<file path="src/rtl/coin_pulse_gen.sv">
// Coin input front end: synchronizes and debounces two coin switches, emits
// one-cycle coin pulses, and rejects coins during a post-dispense lockout.
module coin_pulse_gen #(
    parameter logic [19:0] CNT_MAX  = 20'd999_999,
    parameter logic [15:0] LOCK_MAX = 16'd49_999
) (
    input  logic       sys_clk,
    input  logic       sys_rst_n,
    input  logic       key_one,
    input  logic       key_half,
    input  logic       pi_cola,
    output logic       po_money_one,
    output logic       po_money_half,
    output logic       po_lock,
    output logic [7:0] po_reject_cnt
);

    localparam int unsigned CNT_W  = 20;
    localparam int unsigned LOCK_W = 16;
    localparam int unsigned REJ_W  = 8;
    localparam int unsigned ADD_W  = 2;

    typedef enum logic [1:0] {
        ST_IDLE = 2'b01,
        ST_LOCK = 2'b10
    } state_e;

    logic [1:0]        one_sync_q;
    logic [1:0]        half_sync_q;
    logic [CNT_W-1:0]  one_cnt_q;
    logic [CNT_W-1:0]  one_cnt_d;
    logic [CNT_W-1:0]  half_cnt_q;
    logic [CNT_W-1:0]  half_cnt_d;
    logic              one_qual_c;
    logic              half_qual_c;

    state_e            state_q;
    state_e            state_d;
    logic [LOCK_W-1:0] lock_cnt_q;
    logic [LOCK_W-1:0] lock_cnt_d;
    logic              locked_c;

    logic              money_one_q;
    logic              money_one_d;
    logic              money_half_q;
    logic              money_half_d;
    logic              pending_half_q;
    logic              pending_half_d;
    logic              lock_q;
    logic [REJ_W-1:0]  reject_q;
    logic [REJ_W-1:0]  reject_d;
    logic [ADD_W-1:0]  reject_add;
    logic [REJ_W:0]    reject_sum;

    // Two-flop synchronizers; idle level of an active-low switch is 1.
    always_ff @(posedge sys_clk or negedge sys_rst_n) begin
        if (!sys_rst_n) begin
            one_sync_q  <= 2'b11;
            half_sync_q <= 2'b11;
        end else begin
            one_sync_q  <= {one_sync_q[0], key_one};
            half_sync_q <= {half_sync_q[0], key_half};
        end
    end

    // Debounce counters: clear on release, count while held, park at CNT_MAX.
    always_comb begin
        one_cnt_d  = one_cnt_q;
        half_cnt_d = half_cnt_q;
        if (one_sync_q[1]) begin
            one_cnt_d = '0;
        end else if (one_cnt_q != CNT_MAX) begin
            one_cnt_d = one_cnt_q + CNT_W'(1);
        end
        if (half_sync_q[1]) begin
            half_cnt_d = '0;
        end else if (half_cnt_q != CNT_MAX) begin
            half_cnt_d = half_cnt_q + CNT_W'(1);
        end
    end

    assign one_qual_c  = !one_sync_q[1]  && (one_cnt_q  == CNT_MAX - CNT_W'(1));
    assign half_qual_c = !half_sync_q[1] && (half_cnt_q == CNT_MAX - CNT_W'(1));

    always_ff @(posedge sys_clk or negedge sys_rst_n) begin
        if (!sys_rst_n) begin
            one_cnt_q  <= '0;
            half_cnt_q <= '0;
        end else begin
            one_cnt_q  <= one_cnt_d;
            half_cnt_q <= half_cnt_d;
        end
    end

    // Lockout FSM state register.
    always_ff @(posedge sys_clk or negedge sys_rst_n) begin
        if (!sys_rst_n) begin
            state_q    <= ST_IDLE;
            lock_cnt_q <= '0;
        end else begin
            state_q    <= state_d;
            lock_cnt_q <= lock_cnt_d;
        end
    end

    // Lockout FSM next state; a new dispense always restarts the window.
    always_comb begin
        state_d    = ST_IDLE;
        lock_cnt_d = '0;
        case (state_q)
            ST_IDLE: begin
                if (pi_cola) begin
                    state_d = ST_LOCK;
                end
            end
            ST_LOCK: begin
                if (pi_cola) begin
                    state_d = ST_LOCK;
                end else if (lock_cnt_q == LOCK_MAX) begin
                    state_d = ST_IDLE;
                end else begin
                    state_d    = ST_LOCK;
                    lock_cnt_d = lock_cnt_q + LOCK_W'(1);
                end
            end
            default: begin
                state_d = ST_IDLE;
            end
        endcase
    end

    // A coin is rejected only if the lockout holds across its qualifying cycle.
    assign locked_c = (state_q == ST_LOCK) && (state_d == ST_LOCK);

    // Coin acceptance, half-coin deferral and reject counting.
    always_comb begin
        money_one_d    = 1'b0;
        money_half_d   = 1'b0;
        pending_half_d = pending_half_q;
        reject_add     = '0;
        reject_sum     = {1'b0, reject_q};
        reject_d       = reject_q;
        if (locked_c) begin
            reject_add     = ADD_W'(one_qual_c) + ADD_W'(half_qual_c)
                           + ADD_W'(pending_half_q);
            reject_sum     = {1'b0, reject_q} + (REJ_W + 1)'(reject_add);
            reject_d       = reject_sum[REJ_W] ? {REJ_W{1'b1}} : reject_sum[REJ_W-1:0];
            pending_half_d = 1'b0;
        end else if (one_qual_c) begin
            money_one_d = 1'b1;
            if (half_qual_c && !pending_half_q) begin
                pending_half_d = 1'b1;
            end
        end else if (pending_half_q) begin
            money_half_d   = 1'b1;
            pending_half_d = 1'b0;
        end else begin
            money_half_d = half_qual_c;
        end
    end

    always_ff @(posedge sys_clk or negedge sys_rst_n) begin
        if (!sys_rst_n) begin
            money_one_q    <= 1'b0;
            money_half_q   <= 1'b0;
            pending_half_q <= 1'b0;
            lock_q         <= 1'b0;
            reject_q       <= '0;
        end else begin
            money_one_q    <= money_one_d;
            money_half_q   <= money_half_d;
            pending_half_q <= pending_half_d;
            lock_q         <= (state_d == ST_LOCK);
            reject_q       <= reject_d;
        end
    end

    assign po_money_one  = money_one_q;
    assign po_money_half = money_half_q;
    assign po_lock       = lock_q;
    assign po_reject_cnt = reject_q;

endmodule

</file>
<file path="config.mk">
export PLATFORM = sky130hd
export DESIGN_NAME = coin_pulse_gen
export DESIGN_NICKNAME = d
export VERILOG_FILES = /design/src/rtl/coin_pulse_gen.sv
export SDC_FILE = /design/constraint.sdc
export NUM_CORES = 1
export LEC_CHECK = 0
export CORE_MARGIN = 5
export CORE_UTILIZATION = 45
export CTS_BUF_LIST = sky130_fd_sc_hd__clkbuf_8 sky130_fd_sc_hd__clkbuf_16
export DETAILED_ROUTE_END_ITERATION = 6
export GPL_ROUTABILITY_DRIVEN = 0
export GPL_TIMING_DRIVEN = 0
export SLEW_MARGIN = 20
export SYNTH_ARGS = -nofsm -noshare
export SYNTH_HDL_FRONTEND = slang
export SYNTH_SLANG_ARGS = --single-unit
</file>
<file path="constraint.sdc">
create_clock -name sys_clk -period 4.5 [get_ports sys_clk]
set_input_delay 0.675 -clock sys_clk [delete_from_list [all_inputs] [get_ports sys_clk]]
set_output_delay 0.675 -clock sys_clk [all_outputs]
set_load 0.03 [all_outputs]
</file>
==> results.json, run 1 <==
{
  "max_cap_violations": 0,
  "initial_core_util_pct": 45.8,
  "crit_type": "reg -> reg",
  "wl_per_cell_um": 13.2,
  "clock_path_buffers": 2,
  "cp_cell_sequence": "or4_1, nor3_1, nand4_1, fa_1, inv_1, ha_1, fa_1, and2_1, clkbuf_1, and4_1, o21ai_0, o21ai_0",
  "num_antenna_cells": 0,
  "syn_inst": 372,
  "slew_headroom_pct": 61.3,
  "clock_latency_ns": 0.34,
  "num-fill-cells": 742,
  "critical_path.top_delay_family": "simple AND/OR/NAND/NOR gates",
  "synth_simple_gate_area_share_pct": 26.5,
  "max-vdd-ir-drop_v": 0.000219,
  "status": "finished clean",
  "internal-power_mw": 0.969,
  "cts-buffers-inserted": 9,
  "syn_nets": 388,
  "syn_area_per_cell_um2": 10.0,
  "grt_start_max_net_pins": 41,
  "fmax_ghz": 0.288,
  "antenna_found_initial": 0,
  "startpoint_type": "flip-flop",
  "netSwitchingPower_mw": 0.341,
  "path_clk_slew_ns": 0.08,
  "worstSetupEndpointType": "flip-flop",
  "worst_slew_pin_slew_ns": 0.577,
  "root_buffer": "clkbuf_8",
  "setup_viol": 0,
  "grt_pass1_vias": 2567,
  "row_count": 33,
  "postCtsSetupRepairBufs": 0,
  "tns_ns": 0,
  "die-area_mm2": 0.0102,
  "ys_warn_count": 0,
  "cp.required_ns": 4.71,
  "crit_fanout": 6,
  "drc": 0,
  "arrival_ns": 3.69,
  "globalRoute.totalOverflow": 0,
  "synth-xor-area-share_pct": 10.8,
  "finalClockSkew_ns": 0.0130,
  "port_buffers": 15,
  "place_area_mm2": 0.00402,
  "via_per_inst": 5.21,
  "ys_top_cells_by_area": "dfrtp_1 46%, nor2_1 7.2%, xor2_1 6.8%",
  "synth-seq-cells": 74,
  "rrSetupSlack_ns": 1.02,
  "h-tree-depth": 3,
  "tritoncts": "built",
  "hp-class": "in -> async",
  "synth_top_cell_by_area": "dfrtp_1",
  "ys_types": 45,
  "cts.repair.resized": 0,
  "final_nets": 415,
  "dieHeight_um": 101,
  "hold_viol": 0,
  "dp.cells": 493,
  "synth-compound-area-share_pct": 5.21,
  "layout-drive-gt1-share_pct": 9.65,
  "layout.cells.most_common": "nor2_1",
  "vias": 2650,
  "worst_slack_ns": 1.02,
  "rsz0062_at_grt": "false",
  "area_growth_pct": 13.1,
  "grt_use_total_pct": 14.5,
  "yosys_most_used_dff": "dfrtp_1",
  "ios": 16,
  "leakage_nw": 1.80,
  "critPathBufInv": 2,
  "cpMaxStageDelayCell": "or4_1",
  "synth.top_cell.area_share_pct": 46.4,
  "combPwrFrac_pct": 9.7,
  "finalCriticalPeriod_ns": 3.48,
  "synth_top_family_by_area": "simple AND/OR/NAND/NOR gates",
  "ys_async_sr_fraction_pct": 100,
  "coreArea_mm2": 0.00813,
  "wl_mm": 6.72,
  "hpwl_mm": 4.62,
  "muxShareOfSynthArea_pct": 0.907,
  "grt_pass1_wl_mm": 12.0,
  "drtIter0Drc": 138,
  "slowest_delay_ns": 0.54,
  "first_pass_iters": 4,
  "synth_area_mm2": 0.00372,
  "clkSinkCount": 74,
  "power-per-cell-area_mw_per_mm2": 311,
  "synthAdderAreaFrac_pct": 4.10,
  "final_cell_mix": "71 x nor2_1, 69 x dfrtp_1, 29 x xor2_1",
  "netSwitchingFraction_pct": 26.0,
  "seq_power_share_pct": 53.5,
  "period_share_pct": 77.3,
  "synth_edf_count": 0,
  "post-place-ws_ns": 1.03,
  "cts_hold_buf": 0,
  "power_frac_clock_pct": 36.8,
  "ant_nets": 0,
  "die_width_um": 101,
  "slew_violations": 0,
  "final_cells": 509,
  "postLayoutCellArea_mm2": 0.00421,
  "synth_seq_area_share_pct": 49.9
}
[kinds of logic after synthesis]
logic type      count (synthesis)
fa+ha+maj                      11
simple gates                  187
flops                          74
xor+xnor                       46
mux                             3
compound gates                 29
buf+inv                        22
[flip-flops by register name, indices dropped and copies added, names as in the netlist]
| register | flops |
|---|---|
| one_cnt_q | 20 |
| po_money_half | 1 |
| pending_half_q | 1 |
| lock_cnt_q | 16 |
| po_reject_cnt | 8 |
| one_sync_q | 2 |
| po_money_one | 1 |
| state_q | 2 |
| po_lock | 1 |
| half_sync_q | 2 |
| half_cnt_q | 20 |
[synth_stat cells (2+ instances only)]
master	n
and4b_1	2
buf_2	2
dfrtp_1	69
nor2_1	71
nor4b_1	2
nand3_1	20
xor2_1	29
nand4_1	17
o21bai_1	3
clkbuf_1	6
and3_1	12
and4_1	3
or4_1	2
nand4b_1	2
a211oi_2	2
mux2_2	3
dfstp_2	5
a21oi_1	10
nor2b_1	3
ha_1	9
o21ai_0	5
nand2b_1	2
nor4bb_1	4
nand2_1	26
inv_1	13
xnor2_1	17
and4_2	2
fa_1	2
a31oi_1	5
nor3_1	9
[stage by stage]
| stage | hold WS (ns) | total power, mW | utilization (%) |
|---|---|---|---|
| global route | 0.314 | 1.38 | 51.8 |
| global placement | 0.346 | 0.839 | 49.2 |
| CTS | 0.291 | 1.33 | 51.8 |
| detailed placement | 0.349 | 0.844 | 49.5 |
| floorplan | 0.345 | 0.798 | - |
| finish | 0.284 | 1.31 | 51.8 |
[metal layers]
| layer | part of all wire, % | up-vias | GRT usage (%) |
|---|---|---|---|
| li1 | - | 1333 | - |
| met1 | 52 | 1280 | 21.1 |
| met2 | 44 | 30 | 21.1 |
| met3 | 3.1 | 7 | 3.32 |
| met4 | 1.0 | 0 | 5.01 |
| met5 | 0 | - | 0 |
[layout make-up]
cell class | instances | area [um^2] | area share (%)
plain buffers | 9 | 46.3 | 1.10
clock buffers | 11 | 151 | 3.59
clock inverters | 5 | 38.8 | 0.921
inverters | 13 | 48.8 | 1.16
multi-input cells | 276 | 1770 | 42.0
flip-flops and latches | 74 | 1860 | 44.1
well taps | 105 | 131 | 3.12
repair buffers | 16 | 168 | 3.98
[path summary, 6_finish.rpt]
path / startpoint / to / cells after the start
worst max-delay path: one_cnt_q[13] / po_reject_cnt[0] / 12
worst min-delay path: sys_rst_n / one_cnt_q[9] / 1
worst max register to register: one_cnt_q[13] / po_reject_cnt[0] / 12
worst min register to register: half_sync_q[0] / half_sync_q[1] / 0
max in group asynchronous: sys_rst_n / state_q[0] / 2
min in group sys_clk: half_sync_q[0] / half_sync_q[1] / 0
[power by group through the flow]
stage / sequential (mW) / combinational [mW] / clock, mW
after floorplan: 0.717 / 0.0807 / 0
after global placement: 0.713 / 0.126 / 0
after detailed placement: 0.714 / 0.131 / 0
after CTS: 0.700 / 0.131 / 0.503
after global routing: 0.703 / 0.148 / 0.528
final: 0.700 / 0.127 / 0.482
[worst reg2reg max path, stage by stage, from the launching register on]
cell      delay [ns]
dfrtp_1         0.44
or4_1           0.54
nor3_1          0.19
nand4_1         0.19
fa_1            0.53
inv_1           0.04
ha_1            0.22
fa_1            0.40
and2_1          0.17
clkbuf_1        0.15
and4_1          0.24
o21ai_0         0.14
o21ai_0         0.10
(Power assumes the default switching activity.)
==> run 2, diff against run 1 <==
==> constraint.sdc (replaced) <==
create_clock -name sys_clk -period 3.35 [get_ports sys_clk]
set_input_delay 0.5025 -clock sys_clk [delete_from_list [all_inputs] [get_ports sys_clk]]
set_output_delay 0.5025 -clock sys_clk [all_outputs]
set_load 0.03 [all_outputs]
==> results.json, run 2 (synthesized netlist as in run 1, its figures left out) <==
{
  "max_cap_violations": 0,
  "worstSetupPathDepth": 11,
  "cpMaxStageDelayCell": "or4_4",
  "h-tree-depth": 3,
  "endpoint": "po_reject_cnt[3]",
  "worst_slew_pin_slew_ns": 0.569,
  "clock_latency_ns": 0.34,
  "final_nets": 420,
  "grt_start_max_net_pins": 41,
  "dieHeight_um": 101,
  "globalRoute.totalOverflow": 0,
  "worstSetupEndpointType": "flip-flop",
  "leakage_nw": 1.82,
  "slowest_delay_ns": 0.55,
  "rrSetupSlack_ns": 0.22,
  "path_clk_slew_ns": 0.08,
  "setup_viol": 0,
  "layout.cells.most_common": "nor2_1",
  "die-area_mm2": 0.0102,
  "antenna_found_initial": 0,
  "ant_nets": 0,
  "seq_area_mm2": 0.00186,
  "grt_use_total_pct": 14.6,
  "clkSinkCount": 74,
  "crit_type": "reg -> reg",
  "port_buffers": 15,
  "critPathBufInv": 1,
  "wl_per_cell_um": 13.3,
  "startpoint": "one_cnt_q[15]",
  "ios": 16,
  "layout-drive-gt1-share_pct": 12.2,
  "finalClockSkew_ns": 0.0133,
  "tritoncts": "built",
  "slew_headroom_pct": 61.7,
  "hp-class": "in -> async",
  "r2r_end": "po_reject_cnt[3]",
  "grt_pass1_wl_mm": 12.1,
  "hpwl_mm": 4.62,
  "crit_fanout": 6,
  "reg2reg_depth": 11,
  "via_per_inst": 5.19,
  "coreArea_mm2": 0.00813,
  "finalCriticalPeriod_ns": 3.13,
  "place_area_mm2": 0.00402,
  "row_count": 33,
  "period_share_pct": 93.3,
  "r2r-start": "one_cnt_q[15]",
  "max-vdd-ir-drop_v": 0.000293,
  "cts_hold_buf": 0,
  "drc": 0,
  "hold_viol": 0,
  "critical_path.top_delay_family": "simple AND/OR/NAND/NOR gates",
  "worst_slack_ns": 0.224,
  "rsz0062_at_grt": "false",
  "power_mw": 1.76,
  "root_buffer": "clkbuf_8",
  "startpoint_type": "flip-flop",
  "tns_ns": 0,
  "die_width_um": 101,
  "initial_core_util_pct": 45.8,
  "area_growth_pct": 14.7,
  "cp.required_ns": 3.57,
  "fmax_ghz": 0.320,
  "reg_top3": "half_cnt_q (20), one_cnt_q (20), lock_cnt_q (16)",
  "post-place-ws_ns": -0.118,
  "grt_pass1_vias": 2589,
  "first_pass_iters": 4,
  "vias": 2668,
  "status": "finished clean",
  "cp_common_cell": "nand4_1",
  "multi_input_area_mm2": 0.00178,
  "drtIter0Drc": 125,
  "arrival_ns": 3.35,
  "slew_violations": 0,
  "cts-buffers-inserted": 9,
  "wl_mm": 6.84,
  "postLayoutCellArea_mm2": 0.00427,
  "whs_ns": 0.109,
  "clock_path_buffers": 2,
  "num_antenna_cells": 0,
  "cp_cell_sequence": "or4_4, nor3_2, nand4_1, fa_1, inv_1, ha_1, fa_2, and2_4, nand4_1, nand2_1, mux2_2",
  "power-per-cell-area_mw_per_mm2": 412,
  "num-fill-cells": 743,
  "final_cell_mix": "71 x nor2_1, 68 x dfrtp_1, 29 x xor2_1"
}
run 2: changes by cell type in the layout (fill, tap and decap cells not counted), sizes merged:
cell,change
buf,+6
clkbuf,-1
run 2: worst reg2reg max path: stages, from the launching register on:
cell,delay (ns)
dfrtp_1,0.40
or4_4,0.55
nor3_2,0.16
nand4_1,0.16
fa_1,0.51
inv_1,0.04
ha_1,0.22
fa_2,0.36
and2_4,0.19
nand4_1,0.11
nand2_1,0.06
mux2_2,0.26
run 2: how the worst min path moves through the flow:
stage	from	end	slack (ns)
after floorplan	sys_rst_n	half_cnt_q[0]	0.21
after global placement	half_sync_q[0]	half_sync_q[1]	0.35
after detailed placement	half_sync_q[0]	half_sync_q[1]	0.35
after CTS	sys_rst_n	one_cnt_q[9]	0.12
after global routing	sys_rst_n	half_cnt_q[14]	0.14
final	sys_rst_n	one_cnt_q[9]	0.11
run 2: cell type report:
class | instances | area share [%]
inverter | 13 | 1.14
multi-input combinational | 276 | 41.8
tap | 105 | 3.08
buffer | 8 | 0.996
sequential | 74 | 43.6
clock inverter | 5 | 0.909
timing repair buffer | 22 | 4.98
clock buffer | 11 | 3.55
run 2: timing repair:
item / in CTS / in global routing
hold endpoints to repair: 0 / 0
pin swaps: 3 / 4
setup endpoints to repair: 6 / 6
setup buffers: 3 / 3
gates resized for setup: 3 / 3
run 2: stage by stage:
step | util, % | instances
2_1_floorplan | - | 372
3_3_place_gp | 49.2 | 492
3_5_place_dp | 49.5 | 493
4_1_cts | 52.2 | 511
5_1_grt | 52.5 | 514
6_report | 52.5 | 514
run 2: routing by layer:
layer	global-route usage, %	vias up	wire [um]
met5	0	-	0
met4	5.21	0	60
met3	3.32	5	201
met2	21.4	32	3070
met1	21.3	1295	3510
li1	-	1336	-
run 2: report_power, final:
group / switching [mW] / internal, mW
registers: 0.0174 / 0.923
logic: 0.105 / 0.0666
clock network: 0.336 / 0.312
==> run 3, diff against run 2 <==
--- a/config.mk
+++ b/config.mk
@@ -11,6 +11,7 @@
 export DETAILED_ROUTE_END_ITERATION = 6
 export GPL_ROUTABILITY_DRIVEN = 0
 export GPL_TIMING_DRIVEN = 0
+export SKIP_CTS_REPAIR_TIMING = 1
 export SLEW_MARGIN = 20
 export SYNTH_ARGS = -nofsm -noshare
 export SYNTH_HDL_FRONTEND = slang
==> results.json, run 3 (synthesized netlist as in run 1, its figures left out) <==
{
  "status": "finished clean",
  "final_cell_mix": "71 x nor2_1, 68 x dfrtp_1, 29 x xor2_1",
  "max-vdd-ir-drop_v": 0.000294,
  "wl_per_cell_um": 13.2,
  "leakage_nw": 1.80,
  "num-fill-cells": 734,
  "cp.required_ns": 3.56,
  "ios": 16,
  "setup_viol": 0,
  "finalCriticalPeriod_ns": 3.17,
  "dp.cells": 493,
  "seq_area_mm2": 0.00186,
  "ant_nets": 0,
  "port_buffers": 15,
  "route.met3.wl_um": 177,
  "slew_violations": 0,
  "period_share_pct": 94.7,
  "clock_latency_ns": 0.34,
  "row_count": 33,
  "reg2reg_depth": 11,
  "dieHeight_um": 101,
  "max_cap_violations": 0,
  "wl_mm": 6.76,
  "num_antenna_cells": 0,
  "clock_path_buffers": 2,
  "antenna_found_initial": 0,
  "initial_core_util_pct": 45.8,
  "grt_pass1_wl_mm": 12.0,
  "first_pass_iters": 4,
  "final_nets": 417,
  "clkSinkCount": 74,
  "drc": 0,
  "grt_pass1_vias": 2567,
  "layout-drive-gt1-share_pct": 11.8,
  "layout.cells.most_common": "nor2_1",
  "crit_type": "reg -> reg",
  "globalRoute.totalOverflow": 0,
  "multi_input_area_mm2": 0.00179,
  "top_layer": "met4",
  "via_per_inst": 5.21,
  "cts-buffers-inserted": 9,
  "area_growth_pct": 14.1,
  "hpwl_mm": 4.62,
  "tns_ns": 0,
  "path_clk_slew_ns": 0.08,
  "startpoint_type": "flip-flop",
  "worst_slew_pin_slew_ns": 0.586,
  "final_cells": 511,
  "arrival_ns": 3.38,
  "coreArea_mm2": 0.00813,
  "die_width_um": 101,
  "grt_use_total_pct": 14.5,
  "die-area_mm2": 0.0102,
  "drtIter0Drc": 157,
  "crit_fanout": 6,
  "slew_headroom_pct": 60.6,
  "rsz0062_at_grt": "false",
  "finalClockSkew_ns": 0.0131,
  "met1Wirelength_mm": 3.50,
  "h-tree-depth": 3,
  "vias": 2663,
  "power-per-cell-area_mw_per_mm2": 414,
  "hold_viol": 0,
  "grt_start_max_net_pins": 41,
  "hp-class": "in -> async",
  "worstSetupEndpointType": "flip-flop",
  "tritoncts": "built",
  "reg_top3": "half_cnt_q (20), one_cnt_q (20), lock_cnt_q (16)",
  "fmax_ghz": 0.315,
  "root_buffer": "clkbuf_8",
  "wl_met2_mm": 3.01
}
==> run 3: cell count changes in the layout (fill, tap and decap cells not counted), sizes merged <==
cell  before  now
buf       10    7
==> run 3: report_power, final <==
group          internal (mW)  switching (mW)  total [mW]
sequential             0.923          0.0174       0.941
combinational         0.0667           0.105       0.171
clock                  0.312           0.336       0.648
total                   1.30           0.458        1.76
==> run 3: worst max-delay path, stage by stage, from the launching register on <==
cell and delay (ns):
dfrtp_1 0.42, or4_4 0.56, nor3_2 0.17, nand4_1 0.17, fa_1 0.51, inv_1 0.04
ha_2 0.20, fa_2 0.37, and2_4 0.19, and4_1 0.22, o21ai_1 0.11, o21ai_0 0.09
==> run 3: area by class of cell <==
type / count / area share, %
flip-flops and latches: 74 / 43.8
multi-input cells: 276 / 42.0
repair buffers: 19 / 4.48
clock buffers: 11 / 3.56
well taps: 105 / 3.09
inverters: 13 / 1.15
plain buffers: 8 / 1.00
clock inverters: 5 / 0.913
==> run 3: metal layers <==
layer,track usage [%],vias to the layer above
li1,-,1335
met4,5.01,0
met1,21.1,1297
met2,21.1,24
met5,0,-
met3,3.32,7
==> run 3: worst paths after layout <==
path                                startpoint               end  slack, ns
min in group sys_clk            half_sync_q[0]    half_sync_q[1]       0.36
worst max register to register   one_cnt_q[15]  po_reject_cnt[0]       0.18
worst min-delay path                 sys_rst_n      one_cnt_q[9]       0.11
worst max-delay path             one_cnt_q[15]  po_reject_cnt[0]       0.18
worst min register to register  half_sync_q[0]    half_sync_q[1]       0.36
max in group asynchronous            sys_rst_n        state_q[0]       2.60
==> run 3: per-stage QoR <==
step	util, %	area (um^2)	hold slack (ns)	setup WS, ns	power (mW)
6_report	52.2	4250	0.110	0.178	1.76
5_1_grt	52.2	4250	0.141	0.0197	1.85
2_1_floorplan	-	3720	0.207	0.182	1.07
4_1_cts	51.8	4210	0.119	-0.145	1.79
3_3_place_gp	49.2	4010	0.346	-0.854	1.13
3_5_place_dp	49.5	4020	0.349	-0.118	1.13
